==> config.mk <==
export PLATFORM = sky130hd
export DESIGN_NAME = enable_table_loader_flat
export DESIGN_NICKNAME = d
export VERILOG_FILES = /design/src/rtl/enable_table_loader_if.sv /design/src/rtl/enable_table_loader.sv /design/src/flat_wrapper.sv
export SDC_FILE = /design/constraint.sdc
export NUM_CORES = 1
export LEC_CHECK = 0
export BUFFER_PORTS_ARGS = -buffer_cell sky130_fd_sc_hd__buf_2
export CORE_UTILIZATION = 35
export CTS_BUF_LIST = sky130_fd_sc_hd__clkbuf_16
export CTS_CLUSTER_DIAMETER = 100
export CTS_CLUSTER_SIZE = 24
export DETAILED_ROUTE_END_ITERATION = 8
export GPL_TIMING_DRIVEN = 0
export PLACE_DENSITY = 0.6
export SLEW_MARGIN = 15
export SYNTH_ARGS = -nofsm -noshare
export SYNTH_HDL_FRONTEND = slang
export SYNTH_SLANG_ARGS = --single-unit
==> constraint.sdc <==
create_clock -name fpga_clk -period 2.3 [get_ports fpga_clk]
set_clock_uncertainty 0.05 [all_clocks]
set_input_delay 0.345 -clock fpga_clk [delete_from_list [all_inputs] [get_ports fpga_clk]]
set_output_delay 0.345 -clock fpga_clk [all_outputs]
set_load 0.03 [all_outputs]
==> src/rtl/enable_table_loader_if.sv <==
// Byte-stream and table-write signals of the enable-table loader.
interface enable_table_loader_if #(
    parameter int unsigned ENTRY_BITS = 2,
    parameter int unsigned ADDR_BITS  = 9
);
    logic                  start;
    logic                  abort;
    logic                  byte_valid;
    logic [7:0]            byte_data;
    logic                  byte_ready;
    logic                  table_we;
    logic [ENTRY_BITS-1:0] table_val;
    logic [ADDR_BITS-1:0]  table_write_addr;
    logic                  busy;
    logic                  done;
    logic                  error;

    // Byte source and load controller side
    modport master (
        output start,
        output abort,
        output byte_valid,
        output byte_data,
        input  byte_ready,
        input  table_we,
        input  table_val,
        input  table_write_addr,
        input  busy,
        input  done,
        input  error
    );

    // Loader side
    modport slave (
        input  start,
        input  abort,
        input  byte_valid,
        input  byte_data,
        output byte_ready,
        output table_we,
        output table_val,
        output table_write_addr,
        output busy,
        output done,
        output error
    );
endinterface

==> src/rtl/enable_table_loader.sv <==
// Enable-table loader: unpacks a stream of bytes into consecutive table
// entries (most significant field first), then checks a trailing
// mod-256 checksum byte. All outputs come straight from flops.
module enable_table_loader #(
    parameter int unsigned NUM_ENTRIES = 512,
    parameter int unsigned ENTRY_BITS  = 2,
    parameter int unsigned ADDR_BITS   = 9
) (
    input logic                  fpga_clk,
    input logic                  reset_n,
    enable_table_loader_if.slave bus
);

    localparam int unsigned BYTE_BITS = 8;
    localparam int unsigned FIELDS    = BYTE_BITS / ENTRY_BITS;
    localparam int unsigned CNT_BITS  = (FIELDS > 1) ? $clog2(FIELDS) : 1;

    localparam logic [ADDR_BITS-1:0] LAST_ADDR  = ADDR_BITS'(NUM_ENTRIES - 1);
    localparam logic [CNT_BITS-1:0]  LAST_FIELD = CNT_BITS'(FIELDS - 1);

    typedef enum logic [2:0] {
        IDLE     = 3'd0,
        GET_BYTE = 3'd1,
        WRITE    = 3'd2,
        GET_SUM  = 3'd3,
        FINISH   = 3'd4
    } state_e;

    state_e                state_q,      state_d;
    logic [BYTE_BITS-1:0]  shift_q,      shift_d;
    logic [CNT_BITS-1:0]   cnt_q,        cnt_d;
    logic [BYTE_BITS-1:0]  acc_q,        acc_d;
    logic                  byte_ready_q, byte_ready_d;
    logic                  table_we_q,   table_we_d;
    logic [ENTRY_BITS-1:0] table_val_q,  table_val_d;
    logic [ADDR_BITS-1:0]  addr_q,       addr_d;
    logic                  busy_q,       busy_d;
    logic                  done_q,       done_d;
    logic                  error_q,      error_d;

    logic handshake;
    logic last_addr;

    // Byte transfer happens only when the registered ready is already high
    assign handshake = bus.byte_valid && byte_ready_q;
    assign last_addr = (addr_q == LAST_ADDR);

    // Next-state and next-output logic
    always_comb begin
        state_d      = state_q;
        shift_d      = shift_q;
        cnt_d        = cnt_q;
        acc_d        = acc_q;
        table_val_d  = table_val_q;
        addr_d       = addr_q;
        error_d      = error_q;
        table_we_d   = 1'b0;
        done_d       = 1'b0;
        byte_ready_d = 1'b0;
        busy_d       = 1'b0;

        case (state_q)
            IDLE: begin
                if (bus.start) begin
                    addr_d  = '0;
                    acc_d   = '0;
                    error_d = 1'b0;
                    state_d = GET_BYTE;
                end
            end

            GET_BYTE: begin
                if (handshake) begin
                    acc_d       = acc_q + bus.byte_data;
                    table_val_d = bus.byte_data[BYTE_BITS-1 -: ENTRY_BITS];
                    shift_d     = bus.byte_data << ENTRY_BITS;
                    cnt_d       = '0;
                    table_we_d  = 1'b1;
                    state_d     = WRITE;
                end
            end

            WRITE: begin
                // The entry on the bus this cycle is written; step past it
                addr_d = last_addr ? '0 : addr_q + ADDR_BITS'(1);
                if (cnt_q == LAST_FIELD) begin
                    state_d = last_addr ? GET_SUM : GET_BYTE;
                end else begin
                    cnt_d       = cnt_q + CNT_BITS'(1);
                    table_val_d = shift_q[BYTE_BITS-1 -: ENTRY_BITS];
                    shift_d     = shift_q << ENTRY_BITS;
                    table_we_d  = 1'b1;
                end
            end

            GET_SUM: begin
                if (handshake) begin
                    // Table contents stay as written even on a mismatch
                    if (bus.byte_data != acc_q) begin
                        error_d = 1'b1;
                    end
                    done_d  = 1'b1;
                    state_d = FINISH;
                end
            end

            FINISH: begin
                state_d = IDLE;
            end

            default: begin
                state_d = IDLE;
            end
        endcase

        // Abort outranks everything, including a simultaneous start
        if (bus.abort && (state_q != IDLE)) begin
            state_d    = IDLE;
            table_we_d = 1'b0;
            done_d     = 1'b0;
            error_d    = 1'b1;
        end

        byte_ready_d = (state_d == GET_BYTE) || (state_d == GET_SUM);
        busy_d       = (state_d != IDLE);
    end

    // State and output registers, cleared asynchronously by reset
    always_ff @(posedge fpga_clk or negedge reset_n) begin
        if (!reset_n) begin
            state_q      <= IDLE;
            shift_q      <= '0;
            cnt_q        <= '0;
            acc_q        <= '0;
            byte_ready_q <= 1'b0;
            table_we_q   <= 1'b0;
            table_val_q  <= '0;
            addr_q       <= '0;
            busy_q       <= 1'b0;
            done_q       <= 1'b0;
            error_q      <= 1'b0;
        end else begin
            state_q      <= state_d;
            shift_q      <= shift_d;
            cnt_q        <= cnt_d;
            acc_q        <= acc_d;
            byte_ready_q <= byte_ready_d;
            table_we_q   <= table_we_d;
            table_val_q  <= table_val_d;
            addr_q       <= addr_d;
            busy_q       <= busy_d;
            done_q       <= done_d;
            error_q      <= error_d;
        end
    end

    assign bus.byte_ready       = byte_ready_q;
    assign bus.table_we         = table_we_q;
    assign bus.table_val        = table_val_q;
    assign bus.table_write_addr = addr_q;
    assign bus.busy             = busy_q;
    assign bus.done             = done_q;
    assign bus.error            = error_q;

endmodule

==> src/flat_wrapper.sv <==
// flat-port wrapper written by rule: the top's interface ports become plain ports
module enable_table_loader_flat 
#(
    parameter int unsigned NUM_ENTRIES = 512,
    parameter int unsigned ENTRY_BITS  = 2,
    parameter int unsigned ADDR_BITS   = 9
)
  (fpga_clk, reset_n, bus_start, bus_abort, bus_byte_valid, bus_byte_data, bus_byte_ready, bus_table_we, bus_table_val, bus_table_write_addr, bus_busy, bus_done, bus_error);
  enable_table_loader_if #(.ENTRY_BITS(ENTRY_BITS), .ADDR_BITS(ADDR_BITS)) bus_i ();
  input logic fpga_clk;
  input logic reset_n;
  input wire logic [$bits(bus_i.start)-1:0] bus_start;
  input wire logic [$bits(bus_i.abort)-1:0] bus_abort;
  input wire logic [$bits(bus_i.byte_valid)-1:0] bus_byte_valid;
  input wire logic [$bits(bus_i.byte_data)-1:0] bus_byte_data;
  output wire logic [$bits(bus_i.byte_ready)-1:0] bus_byte_ready;
  output wire logic [$bits(bus_i.table_we)-1:0] bus_table_we;
  output wire logic [$bits(bus_i.table_val)-1:0] bus_table_val;
  output wire logic [$bits(bus_i.table_write_addr)-1:0] bus_table_write_addr;
  output wire logic [$bits(bus_i.busy)-1:0] bus_busy;
  output wire logic [$bits(bus_i.done)-1:0] bus_done;
  output wire logic [$bits(bus_i.error)-1:0] bus_error;
  assign bus_i.start = bus_start;
  assign bus_i.abort = bus_abort;
  assign bus_i.byte_valid = bus_byte_valid;
  assign bus_i.byte_data = bus_byte_data;
  assign bus_byte_ready = bus_i.byte_ready;
  assign bus_table_we = bus_i.table_we;
  assign bus_table_val = bus_i.table_val;
  assign bus_table_write_addr = bus_i.table_write_addr;
  assign bus_busy = bus_i.busy;
  assign bus_done = bus_i.done;
  assign bus_error = bus_i.error;
  enable_table_loader #(.NUM_ENTRIES(NUM_ENTRIES), .ENTRY_BITS(ENTRY_BITS), .ADDR_BITS(ADDR_BITS)) u_core (.fpga_clk(fpga_clk), .reset_n(reset_n), .bus(bus_i));
endmodule
==> run_results.csv, run 1 <==
group,metric,value,unit
synthesis,yosys-top-cells-count,"dfrtp_1, nand2_1, nor2_1",
route,wl_per_cell,13.0,um
synthesis,synth_edf_count,0,
power,p_sw,0.799,mW
placed_design,dp_hpwl,2890,um
synthesis,synth-async-reset-ratio,1.00,
global_routing,grt_pass1_wl,6790,um
cells_and_area,nets,260,
die,ios,29,
synthesis,syn_nets,225,
cells_and_area,final.fill_count,519,
power,comb_power_share,0.324,
worst_setup_path,path_class,"reg -> reg",
cells_and_area,post-route-util,0.445,
synthesis,synthCells,201,
worst_setup_path,reg2reg_slack,0.13,ns
worst_hold_path,hp-class,"in -> async",
cells_and_area,area_delta_synth_final,20.4,%
sta,max_freq,0.462,GHz
synthesis,yosysWarnings,0,
worst_setup_path,critPathCaptureType,"register",
sta,tightest_slew,0.789,ns
sta,period_needed,2.17,ns
sta,slew_headroom,0.474,
global_routing,grt_max_degree,36,
global_routing,grt_antenna_before_repair,0,
synthesis,synth_area,0.00192,mm^2
power,finalPower,2.42,mW
clock_tree,cts_sinks,35,
clock_tree,cts_buffers,5,
sta,fin_crit_sh,0.942,
sta,maxSlewViolCount,0,
power,p_sw_frac,0.331,
die,die-area,0.00580,mm^2
worst_setup_path,crit_arrival,2.27,ns
die,core_area,0.00520,mm^2
clock_tree,cts_tree,"yes",
clock_tree,hold_buffers,0,
route,ant_nets,0,
route,drtPass1Iterations,4,
worst_setup_path,critPathMaxFanout,5,
status,status,"finished clean",
power,pwr-share-seq,0.363,
cells_and_area,fin_area,0.00232,mm^2
route,vias,1518,
route,avgViaCountPerCell,4.94,
synthesis,synth_cell_types,47,
die,die_h,76.2,um
clock_tree,cts_setup_buffers,0,
route,first_iter_violations,62,
synthesis,yosysMostFrequentCell,"dfrtp_1",
job,cap_violations,0,
cells_and_area,n_antenna_cell,0,
synthesis,ys_seq_area_frac,0.455,
placed_design,io_buffer_count,28,
sta,setup_viol,0,
sta,finalHoldViolCount,0,
power,p_int,1.62,mW
synthesis,synth.avg_cell_area,9.57,um^2
clock_tree,cts_resized,0,
placed_design,gp_congestion,0.799,
sta,rsz0062_at_grt,"no",
power,clkPwrFrac,0.313,
sta,fin_ws,0.134,ns
synthesis,yosys-top-cells-area,"dfrtp_1, ha_1, nand2_1, o21ai_0, nor2_1",
die,row_count,26,
placed_design,placed_area,0.00215,mm^2
route,drc,0,
sta,tns,0,ns
global_routing,grt_pass1_vias,1447,
synthesis,synth_ff_type,"dfrtp_1",
clock_tree,cts.path.max_buffers,2,
die,start_util,0.370,
clock_tree,root_buffer,"clkbuf_16",
power,leakage,1.17,nW
power,ir_worst_vdd,0.468,mV
die,die_x,76.2,um
route,drt_wl_total,3990,um
synthesis,ys_seq_elements,35,
cells_and_area,layout-drive-gt1-share,0.203,
clock_tree,clk_pin_slew,0.06,ns
placed_design,pre_cts_ws,0.130,ns
clock_tree,clock_latency,0.28,ns
power,powerDensity,1040,mW/mm^2
worst_setup_path,required,2.40,ns
clock_tree,cts_max_level,2,
global_routing,grt_overflow,0,
global_routing,grt_use_total,0.150,
synthesis,yosysTopAreaCell,"dfrtp_1",
worst_setup_path,start_kind,"register",
synthesis,netlist.area_leader.share,0.455,
[power by group through the flow]
| stage | clock, mW | combinational, mW | sequential [mW] |
|---|---|---|---|
| CTS | 0.777 | 0.790 | 0.879 |
| floorplan | 0 | 0.524 | 0.956 |
| global placement | 0 | 0.781 | 0.884 |
| global route | 0.803 | 0.880 | 0.902 |
| finish | 0.756 | 0.784 | 0.876 |
| detailed placement | 0 | 0.785 | 0.889 |
[layout by cell type, fill, tap and decap left out, drive strengths merged, types with 6 or more instances in the layout]
cell type / instances
and3: 7
o21ai: 22
clkbuf: 6
nand2: 31
ha: 10
a21oi: 6
nor2: 23
buf: 33
dfrtp: 35
[state kept, by name, summed over array words and instances (netlist names)]
signal                       flops
u_core.bus.table_val             2
u_core.bus.table_we              1
u_core.state_q                   3
u_core.bus.done                  1
u_core.shift_q                   6
u_core.cnt_q                     2
u_core.bus.byte_ready            1
u_core.bus.error                 1
u_core.bus.table_write_addr      9
u_core.acc_q                     8
u_core.bus.busy                  1
[layout make-up]
cell class	instances	area (um^2)	area share
plain buffers	6	47.5	0.0205
clock buffers	5	125	0.0540
clock inverters	3	38.8	0.0167
inverters	4	15.0	0.00648
multi-input cells	156	986	0.426
flip-flops and latches	35	876	0.378
well taps	70	87.6	0.0378
repair buffers	28	140	0.0605
[critical path, stage by stage, from the launching register on]
cell,delay [ns]
dfrtp_1,0.41
ha_1,0.25
and3_1,0.20
and3_1,0.19
ha_1,0.20
o21ai_0,0.15
nor2_1,0.05
o21a_1,0.17
or3_1,0.37
[metrics by stage]
step / hold slack (ns) / std cells
after floorplan: -0.000591 / 201
after global placement: 0.421 / 299
after detailed placement: 0.426 / 299
after CTS: 0.139 / 307
after global routing: 0.175 / 307
final: 0.0992 / 307
[worst paths after layout]
kind / startpoint / to / cells past startpoint
hold / removal: reset_n / u_core.bus.table_write_addr[4] / 1
setup / recovery: u_core.bus.table_write_addr[0] / u_core.bus.busy / 8
hold reg to reg: u_core.acc_q[5] / u_core.acc_q[5] / 2
setup reg to reg: u_core.bus.table_write_addr[0] / u_core.bus.busy / 8
max in group asynchronous: reset_n / u_core.acc_q[7] / 1
min in group fpga_clk: bus_byte_data[0] / u_core.shift_q[2] / 2
[kinds of logic after synthesis]
family                   share of synthesized area
XOR/XNOR                                    0.0319
multiplexers                                0.0163
flip-flops                                   0.455
buffers and inverters                       0.0325
adder cells (fa/ha/maj)                     0.0754
AO/OA/AOI/OAI                                0.174
AND/OR/NAND/NOR                              0.215
[layer usage]
metal | vias to the layer above | track usage | share of wire
met5 | - | 0 | 0
met4 | 0 | 0.0635 | 0.018
met3 | 6 | 0.0431 | 0.031
met2 | 20 | 0.225 | 0.46
met1 | 701 | 0.202 | 0.49
li1 | 791 | - | -
(Power assumes the default switching activity.)
==> run 2, diff against run 1 <==
--- a/config.mk
+++ b/config.mk
@@ -12,7 +12,7 @@
 export CTS_CLUSTER_SIZE = 24
 export DETAILED_ROUTE_END_ITERATION = 8
 export GPL_TIMING_DRIVEN = 0
-export PLACE_DENSITY = 0.6
+export PLACE_DENSITY = 0.62
 export SLEW_MARGIN = 15
 export SYNTH_ARGS = -nofsm -noshare
 export SYNTH_HDL_FRONTEND = slang
==> constraint.sdc (replaced) <==
create_clock -name fpga_clk -period 1.73 [get_ports fpga_clk]
set_clock_uncertainty 0.05 [all_clocks]
set_input_delay 0.2595 -clock fpga_clk [delete_from_list [all_inputs] [get_ports fpga_clk]]
set_output_delay 0.2595 -clock fpga_clk [all_outputs]
set_load 0.03 [all_outputs]
==> run_results.csv, run 2 (synthesized netlist as in run 1, its figures left out) <==
group,metric,value,unit
worst_setup_path,critPathCaptureType,"register",
global_routing,grt_use_total,0.155,
sta,period_needed,1.93,ns
power,powerDensity,1270,mW/mm^2
sta,fin_ws,-0.196,ns
sta,slew_headroom,0.476,
worst_setup_path,required,1.83,ns
power,finalPower,3.27,mW
route,wl_met3,114,um
sta,maxSlewViolCount,0,
power,leakage,1.22,nW
cells_and_area,nets,275,
sta,rsz0062_at_grt,"yes",
die,start_util,0.370,
die,core_area,0.00520,mm^2
worst_setup_path,crit_arrival,2.03,ns
clock_tree,root_buffer,"clkbuf_16",
route,drtPass1Iterations,5,
placed_design,io_buffer_count,28,
sta,max_freq,0.519,GHz
global_routing,grt_pass1_vias,1513,
cells_and_area,area_delta_synth_final,33.7,%
job,cap_violations,0,
sta,finalHoldViolCount,0,
global_routing,grt_antenna_before_repair,0,
cells_and_area,post-route-util,0.494,
clock_tree,cts.path.max_buffers,2,
clock_tree,cts_buffers,5,
clock_tree,cts_tree,"yes",
status,failed_checks,"negative setup slack",
sta,setup_viol,3,
route,drt_wl_total,4390,um
route,avgViaCountPerCell,5.05,
clock_tree,cts_max_level,2,
route,vias,1626,
global_routing,grt_overflow,0,
die,row_count,26,
worst_setup_path,path_class,"reg -> reg",
route,wl_per_cell,13.6,um
worst_setup_path,critPathMaxFanout,3,
clock_tree,clock_latency,0.27,ns
die,die_x,76.2,um
sta,fin_crit_sh,1.11,
placed_design,dp_hpwl,3010,um
route,drc,0,
cells_and_area,largest_reg_flops,9,
sta,tns,-0.421,ns
route,ant_nets,0,
cells_and_area,final_cell_mix,"nand2_1, buf_2, dfrtp_1, nor2_1, o21ai_0",
sta,tightest_slew,0.786,ns
die,die-area,0.00580,mm^2
clock_tree,cts_sinks,35,
clock_tree,clk_pin_slew,0.05,ns
cells_and_area,n_antenna_cell,0,
cells_and_area,layout-drive-gt1-share,0.361,
route,wl_met1,2190,um
power,ir_worst_vdd,0.636,mV
die,die_h,76.2,um
global_routing,grt_max_degree,36,
global_routing,grt_pass1_wl,7130,um
worst_hold_path,hp-class,"in -> async",
route,first_iter_violations,129,
placed_design,gp_congestion,0.869,
route,wl_met2,2020,um
status,status,"finished, violations left",
route,maxUsedRoutingLayer,"met4",
worst_setup_path,start_kind,"register",
die,ios,29,
==> run 2: per-layer routing <==
metal | global-route usage | vias to the layer above
li1 | - | 817
met1 | 0.216 | 780
met2 | 0.237 | 24
met3 | 0.0287 | 5
met4 | 0.0654 | 0
met5 | 0 | -
==> run 2: critical path, cell delays in order (launching register included) <==
cell	delay (ns)
dfrtp_2	0.42
ha_4	0.17
and3_4	0.17
and3_4	0.18
ha_4	0.16
o21ai_2	0.10
nor2_1	0.05
o21a_1	0.19
or3_1	0.30
==> run 2: final timing paths <==
kind                                                      from                             end  slack [ns]  cells after the start
worst max-delay path            u_core.bus.table_write_addr[0]                 u_core.bus.busy       -0.20                      8
worst min-delay path                                   reset_n                u_core.bus.error        0.02                      1
min in group fpga_clk                                bus_abort                 u_core.bus.done        0.19                      2
worst max register to register  u_core.bus.table_write_addr[0]                 u_core.bus.busy       -0.20                      8
max in group asynchronous                              reset_n  u_core.bus.table_write_addr[1]        1.07                      1
worst min register to register         u_core.bus.table_val[1]         u_core.bus.table_val[1]        0.42                      2
==> run 2: cell type report <==
class | instances | area, um^2
tap | 70 | 87.6
clock buffer | 5 | 125
timing repair buffer | 43 | 260
multi-input combinational | 156 | 1140
fill | 511 | 2630
sequential | 35 | 882
inverter | 4 | 15.0
buffer | 6 | 48.8
clock inverter | 3 | 12.5
==> run 2: where the power goes <==
group          switching (mW)  internal (mW)
clock network           0.314          0.519
logic                   0.668          0.583
registers               0.151           1.04
total                    1.13           2.14
==> run 2: timing repair <==
item | CTS | global route
setup buffers | 5 | 10
hold buffers | 0 | 0
pin swaps | 6 | 10
endpoints found under the setup margin | 8 | 19
gates resized for setup | 5 | 21
==> run 2: stage by stage <==
step | cell area [um^2] | hold slack (ns) | setup WS (ns) | cells
after global placement | 2230 | 0.355 | -0.247 | 299
after floorplan | 2000 | -0.0861 | -0.251 | 201
after CTS | 2450 | 0.0585 | -0.215 | 312
after global routing | 2570 | 0.0940 | -0.255 | 322
after detailed placement | 2230 | 0.351 | -0.247 | 299
final | 2570 | 0.0197 | -0.196 | 322
